**src/rtl/ats21_pkg.sv**
```systemverilog
// Shared ATS21 types, instruction field positions and instruction builders.
package ats21_pkg;

    localparam int unsigned INST_W   = 32;
    localparam int unsigned HALF_W   = 16;
    localparam int unsigned OP_W     = 3;
    localparam int unsigned OP_MSB   = 31;
    localparam int unsigned OP_LSB   = 29;
    localparam int unsigned ID_MSB   = 28;
    localparam int unsigned ID_LSB   = 26;
    localparam int unsigned RATE_MSB = 25;
    localparam int unsigned RATE_LSB = 16;
    localparam int unsigned TIME_MSB = 15;
    localparam int unsigned TIME_LSB = 0;

    typedef enum logic [OP_W-1:0] {
        SET_CLK   = 3'b001,
        EN_CLK    = 3'b010,
        SET_MODE  = 3'b011,
        SET_ALARM = 3'b101,
        SET_TIMER = 3'b110,
        EN_ALARM  = 3'b111
    } opcode_e;

    typedef enum logic {
        NACK = 1'b0,
        ACK  = 1'b1
    } ack_e;

    typedef enum logic [2:0] {
        S_IDLE,
        S_REQ,
        S_WAIT_RDY,
        S_SEND_HI,
        S_SEND_LO,
        S_WAIT_STAT,
        S_RESP
    } state_e;

    typedef struct packed {
        opcode_e                   op;
        logic [OP_LSB-1:0]         fields;
    } ats21_inst_t;

    function automatic logic [INST_W-1:0] mk_inst(input opcode_e op, input logic [OP_LSB-1:0] fields);
        return {op, fields};
    endfunction

    function automatic logic [INST_W-1:0] mk_set_clock(input logic [ID_MSB-ID_LSB:0] id,
                                                       input logic [RATE_MSB-RATE_LSB:0] rate,
                                                       input logic [TIME_MSB-TIME_LSB:0] tm);
        logic [INST_W-1:0] inst;
        inst                     = '0;
        inst[OP_MSB:OP_LSB]      = SET_CLK;
        inst[ID_MSB:ID_LSB]      = id;
        inst[RATE_MSB:RATE_LSB]  = rate;
        inst[TIME_MSB:TIME_LSB]  = tm;
        return inst;
    endfunction

endpackage

```
**src/rtl/ats21_cmd_fifo.sv**
```systemverilog
// Power-of-two command FIFO with wrap-bit pointers; head is visible while not empty.
module ats21_cmd_fifo #(
    parameter int unsigned WIDTH = 32,
    parameter int unsigned DEPTH = 2
) (
    input  logic             clk,
    input  logic             reset,
    input  logic             push,
    input  logic [WIDTH-1:0] push_data,
    input  logic             pop,
    output logic [WIDTH-1:0] head,
    output logic             full,
    output logic             empty
);

    localparam int unsigned AW = $clog2(DEPTH);
    localparam int unsigned PW = AW + 1;

    logic [WIDTH-1:0] mem [DEPTH];
    logic [PW-1:0]    wr_ptr;
    logic [PW-1:0]    rd_ptr;

    assign empty = (wr_ptr == rd_ptr);
    assign full  = (wr_ptr[AW] != rd_ptr[AW]) && (wr_ptr[AW-1:0] == rd_ptr[AW-1:0]);
    assign head  = mem[rd_ptr[AW-1:0]];

    always_ff @(posedge clk) begin
        if (reset) begin
            wr_ptr <= '0;
            rd_ptr <= '0;
        end else begin
            if (push && !full) begin
                wr_ptr <= wr_ptr + PW'(1);
            end
            if (pop && !empty) begin
                rd_ptr <= rd_ptr + PW'(1);
            end
        end
    end

    // Storage carries no reset; only the pointers define validity.
    always_ff @(posedge clk) begin
        if (push && !full) begin
            mem[wr_ptr[AW-1:0]] <= push_data;
        end
    end

endmodule

```
**src/rtl/ats21_host_port.sv**
```systemverilog
// ATS21 client initiator: queues host instructions, runs req/ready, sends two halves, returns Ack/Nack/timeout.
module ats21_host_port
    import ats21_pkg::*;
#(
    parameter int unsigned CMD_DEPTH   = 2,
    parameter int unsigned RDY_TIMEOUT = 16,
    parameter int unsigned STAT_LAT    = 3
) (
    input  logic              clk,
    input  logic              reset,
    input  logic              cmd_valid,
    input  logic [INST_W-1:0] cmd_inst,
    output logic              cmd_ready,
    output logic              resp_valid,
    output logic              resp_ack,
    output logic              resp_timeout,
    output logic [OP_W-1:0]   resp_opcode,
    output logic              busy,
    output logic              req,
    input  logic              ready,
    output logic [HALF_W-1:0] ctrl,
    input  logic              stat
);

    localparam int unsigned CNT_MAX = (RDY_TIMEOUT > STAT_LAT) ? RDY_TIMEOUT : STAT_LAT;
    localparam int unsigned CNT_W   = $clog2(CNT_MAX + 1);

    state_e            state, state_n;
    logic [CNT_W-1:0]  cnt, cnt_n;
    ats21_inst_t       inst, inst_n;
    logic [INST_W-1:0] fifo_head;
    logic              fifo_full, fifo_empty, fifo_push, fifo_pop;
    logic              req_n, resp_valid_n;
    logic [HALF_W-1:0] ctrl_n;
    logic              resp_load, timeout_n;
    ack_e              ack_n;

    assign cmd_ready = !fifo_full;
    assign fifo_push = cmd_valid && cmd_ready;
    assign busy      = !fifo_empty || (state != S_IDLE);

    ats21_cmd_fifo #(
        .WIDTH (INST_W),
        .DEPTH (CMD_DEPTH)
    ) u_fifo (
        .clk       (clk),
        .reset     (reset),
        .push      (fifo_push),
        .push_data (cmd_inst),
        .pop       (fifo_pop),
        .head      (fifo_head),
        .full      (fifo_full),
        .empty     (fifo_empty)
    );

    // Next state plus next values of the registered interface outputs.
    always_comb begin
        state_n      = state;
        cnt_n        = cnt;
        inst_n       = inst;
        fifo_pop     = 1'b0;
        resp_load    = 1'b0;
        ack_n        = NACK;
        timeout_n    = 1'b0;
        req_n        = 1'b0;
        resp_valid_n = 1'b0;
        ctrl_n       = '0;

        unique case (state)
            S_IDLE: begin
                if (!fifo_empty) begin
                    fifo_pop = 1'b1;
                    inst_n   = ats21_inst_t'(fifo_head);
                    state_n  = S_REQ;
                end
            end
            S_REQ: begin
                cnt_n   = '0;
                state_n = S_WAIT_RDY;
            end
            S_WAIT_RDY: begin
                // ready on the final count still wins over the timeout
                if (ready) begin
                    state_n = S_SEND_HI;
                end else if (cnt == CNT_W'(RDY_TIMEOUT - 1)) begin
                    resp_load = 1'b1;
                    timeout_n = 1'b1;
                    state_n   = S_RESP;
                end else begin
                    cnt_n = cnt + CNT_W'(1);
                end
            end
            S_SEND_HI: begin
                state_n = S_SEND_LO;
            end
            S_SEND_LO: begin
                cnt_n   = '0;
                state_n = S_WAIT_STAT;
            end
            S_WAIT_STAT: begin
                if (cnt == CNT_W'(STAT_LAT - 1)) begin
                    resp_load = 1'b1;
                    ack_n     = ack_e'(stat);
                    state_n   = S_RESP;
                end else begin
                    cnt_n = cnt + CNT_W'(1);
                end
            end
            S_RESP: begin
                state_n = S_IDLE;
            end
            default: begin
                state_n = S_IDLE;
            end
        endcase

        req_n        = (state_n == S_REQ);
        resp_valid_n = (state_n == S_RESP);
        if (state_n == S_SEND_HI) begin
            ctrl_n = inst[INST_W-1 -: HALF_W];
        end else if (state_n == S_SEND_LO) begin
            ctrl_n = inst[HALF_W-1:0];
        end
    end

    always_ff @(posedge clk) begin
        if (reset) begin
            state        <= S_IDLE;
            cnt          <= '0;
            inst         <= ats21_inst_t'('0);
            req          <= 1'b0;
            ctrl         <= '0;
            resp_valid   <= 1'b0;
            resp_ack     <= 1'b0;
            resp_timeout <= 1'b0;
            resp_opcode  <= '0;
        end else begin
            state        <= state_n;
            cnt          <= cnt_n;
            inst         <= inst_n;
            req          <= req_n;
            ctrl         <= ctrl_n;
            resp_valid   <= resp_valid_n;
            if (resp_load) begin
                resp_ack     <= (ack_n == ACK);
                resp_timeout <= timeout_n;
                resp_opcode  <= inst.op;
            end
        end
    end

endmodule

```
**config.mk**
```make
export PLATFORM = sky130hd
export DESIGN_NAME = ats21_host_port
export DESIGN_NICKNAME = d
export VERILOG_FILES = /design/src/rtl/ats21_pkg.sv /design/src/rtl/ats21_cmd_fifo.sv /design/src/rtl/ats21_host_port.sv
export SDC_FILE = /design/constraint.sdc
export NUM_CORES = 1
export LEC_CHECK = 0
export BUFFER_PORTS_ARGS = -buffer_cell sky130_fd_sc_hd__buf_4
export CAP_MARGIN = 20
export CORE_MARGIN = 2
export CORE_UTILIZATION = 52
export DETAILED_ROUTE_END_ITERATION = 12
export PLACE_DENSITY = 0.75
export RECOVER_POWER = 50
export SETUP_SLACK_MARGIN = 0.15
export SYNTH_ARGS = -nofsm -noshare
export SYNTH_HDL_FRONTEND = slang
export SYNTH_SLANG_ARGS = --single-unit
export TNS_END_PERCENT = 50
```
**constraint.sdc**
```tcl
create_clock -name clk -period 2.4 [get_ports clk]
set_input_delay 0.48 -clock clk [delete_from_list [all_inputs] [get_ports clk]]
set_output_delay 0.48 -clock clk [all_outputs]
set_load 0.01 [all_outputs]
```
; After elaboration in Yosys (flattened, before gate mapping)
; Memory sizes are Yosys's and may differ from the RTL's. A register that Yosys moved wholly into a read port is not among the register bits.
; Cells that the tools add are included.
[totals]
mem_bits_rw = 64
elab_cells = 67
inputBits = 37
n_memories = 1
ff_bits = 35
out_inout_bits = 25
[op_classes]
bitwise = 1
n_reduce_logical = 13
n_eq_ne = 17
mux = 22
addsub = 3
[memory_table]
columns = name, words, width, read_ports, rd_clocked_by_memory_dff, wr, line
row1 = u_fifo.mem, 2, 32, 1, 1, 1, ats21_cmd_fifo.sv:19  ; logic [WIDTH-1:0] mem [DEPTH];
[op_table]
columns = operator, count
row1 = $mux 16, 2
row2 = $pmux 3 s6, 1
row3 = $mux 5, 3
row4 = $pmux 5 s3, 1
row5 = $eq 3x3->1 const B, 4
row6 = $mux 3, 4
row7 = $mux 1, 10
row8 = $eq 3x2->1 const B, 3
row9 = $eq 3x1->1 const B, 2
row10 = $ne 2x2->1 const B, 3
row11 = $reduce_bool 3->1, 2
row12 = $add 5x1->5 const B, 1
row13 = $eq 5x2->1 const B, 1
row14 = $eq 5x4->1 const B, 1
row15 = $add 2x1->2 const B, 2
row16 = $logic_and 1x1->1, 4
row17 = $reduce_and 4->1, 1
row18 = $logic_not 3->1, 1
row19 = $eq 2x2->1, 1
row20 = $logic_not 1->1, 2
row21 = $pmux 1 s2, 1
row22 = $reduce_and 2->1, 1
row23 = $reduce_or 2->1, 1
row24 = $eq 1x1->1, 1
row25 = 3 further kinds, 3

; Longest topological paths before layout
[logic_depth]
word_depth = 7
mapped_depth = 7
depth_no_buf = 7

; By module
; A second synthesis with hierarchy kept.
[unflattened]
hier_cells = 401
hier_area_um2 = 4962.3
[modules_own_cells]
columns = mod, cells_per_inst, n_inst, area_each_um2, seq_area_each_um2
row1 = ats21_cmd_fifo, 133, 1, 2585.0, 2021.9
row2 = ats21_host_port, 268, 1, 2377.3, 1261.2

; Worst setup path before layout
; OpenSTA, ideal clock, no wires.
[synth_timing]
kind = flip-flop to flip-flop
start = reg u_fifo.rd_ptr[0]
end = mem u_fifo.mem[0][0] (enable)
period_less_slack_ns = 2.612
path_slack_ns = -0.212
setup_ns = 0.421
path_stages_with_launch = 5
arrival_time_ns = 2.191
required_ns = 1.979
path_buffers = 1
cell_sequence = dfxtp_1 buf_4 xor2_2 o21ai_0 nor2_1
[synth_between]
elab_chain_len = 7
[synth_lines]
columns = element, line
row1 = from (decl), ats21_cmd_fifo.sv:21  ; logic [PW-1:0] rd_ptr;
row2 = from (signal assigned), ats21_cmd_fifo.sv:36  ; rd_ptr <= rd_ptr + PW'(1);
row3 = $eq 1x1->1 (*), ats21_cmd_fifo.sv:24  ; assign full = (wr_ptr[AW] != rd_ptr[AW]) && (wr_ptr[AW-1:0] == rd_ptr[AW-1:0]);
row4 = $logic_and 1x1->1 (*), ats21_cmd_fifo.sv:24
row5 = $logic_not 1->1 (*), "ats21_cmd_fifo.sv:43, ats21_host_port.sv:38"
row6 = $logic_and 1x1->1, ats21_host_port.sv:39  ; assign fifo_push = cmd_valid && cmd_ready;
row7 = $logic_and 1x1->1 (*), ats21_cmd_fifo.sv:43  ; if (push && !full) begin
row8 = $mux 1 (*), ats21_cmd_fifo.sv:43
row9 = $mux 1 (not written as such) (*), ats21_cmd_fifo.sv:44  ; mem[wr_ptr[AW-1:0]] <= push_data;
row10 = to (decl), ats21_cmd_fifo.sv:19
; Every way passes the cells marked *; elsewhere a longest branch is shown, timed or not.

; Final worst setup path
[layout_timing]
start = reg u_fifo.wr_ptr[0]
end = out busy
[layout_between]
elab_chain_len = 3
[layout_lines]
columns = element, line
row1 = from (decl), ats21_cmd_fifo.sv:20  ; logic [PW-1:0] wr_ptr;
row2 = from (signal assigned), ats21_cmd_fifo.sv:33  ; wr_ptr <= wr_ptr + PW'(1);
row3 = $eq 2x2->1, ats21_cmd_fifo.sv:23  ; assign empty = (wr_ptr == rd_ptr);
row4 = $logic_not 1->1, ats21_host_port.sv:40  ; assign busy = !fifo_empty || (state != S_IDLE);
row5 = $logic_or 1x1->1, ats21_host_port.sv:40
row6 = to (decl), ats21_host_port.sv:18  ; output logic busy,
; No other way between the ends.

==> metrics.yaml <==
route:
  via_per_inst: 5.29
  drt_wl_total_mm: 9.15
  wl_per_cell_um: 15.8
  dr.pass1.iters: 4
  ant_nets: 0
  drt_iter0_markers: 126
  drc: 0
  vias: 3055
placement:
  place_area_um2: 5560
  hpwl_mm: 5.63
  routabilityCongestion: 0.781
  pre_cts_ws_ns: 0.485
  port_buffers: 61
synthesis:
  netlist_area_um2: 5020
  synth_top_area_share: 0.383
  synth_top_area_cell: "edfxtp_1"
  ys_seq_elements: 131
  ys_types: 45
  yosysWarnings: 0
  syn_inst: 371
  syn_nets: 411
  synth_area_per_cell_um2: 13.5
  ys_top_cells_by_area: "edfxtp_1 38%, dfxtp_1 27%, mux2i_1 7.2%"
  synth.yosys.seq_area_share: 0.650
finish:
  final_nets: 476
  diodes: 0
  drive_gt1_frac: 0.212
  design_area_um2: 5970
  area_growth_pct: 18.9
worst_hold_path:
  hp-class: "in2reg"
worst_setup_path:
  slowest_stage: "dfxtp_1"
  cp.arrival_ns: 1.60
  required_ns: 1.92
  critical-path-max-stage-delay_ns: 0.41
  crit_path_start_kind: "flip-flop"
  crit_fanout: 6
  critPathCaptureType: "output pin"
  crit_path_cell_trace: "xor2_1 -> nor2_1 -> nand2_1 -> buf_4"
  critical_path_class: "reg2out"
floorplan:
  die_w_um: 102
  initial_utilization: 0.540
  row_count: 35
  die_h_um: 102
  io_pins: 62
  dieArea_um2: 10500
  core_um2: 9280
global_routing:
  grt_pass1_wl_mm: 14.6
  grt_use_total: 0.191
  grt-ovfl-total: 0
  grt_pass1_vias: 3029
  grt_max_degree: 66
  grt_antenna_before_repair: 0
flow_run:
  drv_cap: 0
clock_tree:
  clock_latency_ns: 0.52
  cts_hold_buf: 0
  cts_max_level: 4
  root_buffer: "clkbuf_8"
  cts_resized: 0
  post_cts_buffers: 0
  cts.sinks: 131
  cts_buffers: 17
  clk_pin_slew_ns: 0.06
  cts_max_path_buffers: 2
  cts_tree: "yes"
timing:
  rsz0062_at_grt: "false"
  clock_skew_ns: 0.0102
  period_share: 0.867
  hold_viol_final: 0
  finalWorstPathRequiredPeriod_ns: 2.08
  setup_ws_ns: 0.318
  slew_violations: 0
  slew_headroom: 0.228
  tns_ns: 0
  tightestPinTransition_ns: 1.16
  fmaxAchievable_mhz: 480
  hold_ws_ns: 0.161
  setup_viol: 0
status:
  outcome: "finished, final reports clean"
pwr:
  power_density_nw_per_um2: 1220
  peakVddDrop_mv: 0.837
  leakagePower_nw: 2.09
-- final cells by class --
type / instances / area, um2
fill: 718 / 3320
sequential: 131 / 3260
multi-input combinational: 213 / 1580
clock buffer: 19 / 432
timing repair buffer: 69 / 405
tap: 129 / 161
clock inverter: 13 / 111
inverter: 4 / 15.0
-- Yosys cell counts (all sizes together) --
cell type,count
clkbuf,7
nor4b,1
dfxtp,67
nor2b,1
inv,4
ha,3
nor3b,4
and2b,1
a21o,3
o41ai,1
o21a,1
nand2,7
nor2,57
or4,1
a21boi,1
a2111oi,1
and3,1
xnor2,2
nand3,5
and3b,1
a211oi,33
nor4,1
buf,16
edfxtp,64
and2,1
o21bai,3
mux2i,36
xor2,6
o21ai,2
nand2b,8
nand3b,1
o311a,1
a21oi,9
nor3,2
o211ai,3
a22oi,16
-- placed cells by master, fill, tap and decap left out, drive strengths merged, types with 4 or more instances in the layout --
cell type  instances
clkinv             5
a21oi              9
edfxtp            64
nand2              7
nor2              57
clkbuf            76
a211oi            33
mux2i             36
nor3b              4
inv                5
dfxtp             67
xor2               6
clkinvlp           6
nand2b             8
a22oi             16
nand3              5
buf               12
-- layer usage --
metal  routed length [um]  GRT usage  up-vias
li1                     -          -     1501
met1                 3980      0.234     1458
met2                 4520      0.316       88
met3                  562     0.0561        8
met4                   97     0.0821        0
met5                    0          0        -
-- where the power goes --
| group | switching [mW] | internal [mW] |
|---|---|---|
| Sequential | 0.218 | 2.82 |
| Clock | 0.944 | 1.39 |
| Combinational | 1.18 | 0.754 |
-- state kept, by name, indices dropped and copies added, names as in the netlist --
| name | count |
|---|---|
| u_fifo.mem | 64 |
| cnt | 5 |
| resp_valid | 1 |
| inst | 32 |
| resp_opcode | 3 |
| state | 3 |
| u_fifo.wr_ptr | 2 |
| resp_ack | 1 |
| ctrl | 16 |
| resp_timeout | 1 |
| u_fifo.rd_ptr | 2 |
| req | 1 |
-- worst max-delay path, delay by kind of cell, from the launching register on --
kind                   cells  cell delay, ns
AND/OR/NAND/NOR            2            0.19
flip-flops                 1            0.41
XOR/XNOR                   1            0.37
buffers and inverters      1            0.11
-- per-stage QoR --
step / instances / total power [mW] / utilization
global route: 578 / 7.68 / 0.643
CTS: 578 / 7.39 / 0.658
detailed placement: 546 / 5.04 / 0.599
floorplan: 371 / 4.70 / -
global placement: 546 / 4.97 / 0.599
finish: 578 / 7.31 / 0.643
-- path summary, 6_finish.rpt --
kind                    startpoint                 to  slack, ns  cells after the start
setup / recovery  u_fifo.wr_ptr[0]               busy       0.32                      4
hold / removal        cmd_inst[17]  u_fifo.mem[0][17]       0.16                      1
setup reg to reg            cnt[1]             cnt[3]       0.49                      7
hold reg to reg     resp_opcode[2]     resp_opcode[2]       0.48                      2
-- logic make-up (layout without fill, tap and decap cells) --
logic type,count (synthesis),count (layout),share of synthesized area
AO/OA/AOI/OAI,74,74,0.132
XOR/XNOR,8,8,0.0155
adder cells (fa/ha/maj),3,3,0.00748
buffers and inverters,27,105,0.0329
flip-flops,131,131,0.650
multiplexers,36,36,0.0718
AND/OR/NAND/NOR,92,92,0.0898
(Power assumes the default switching activity.)
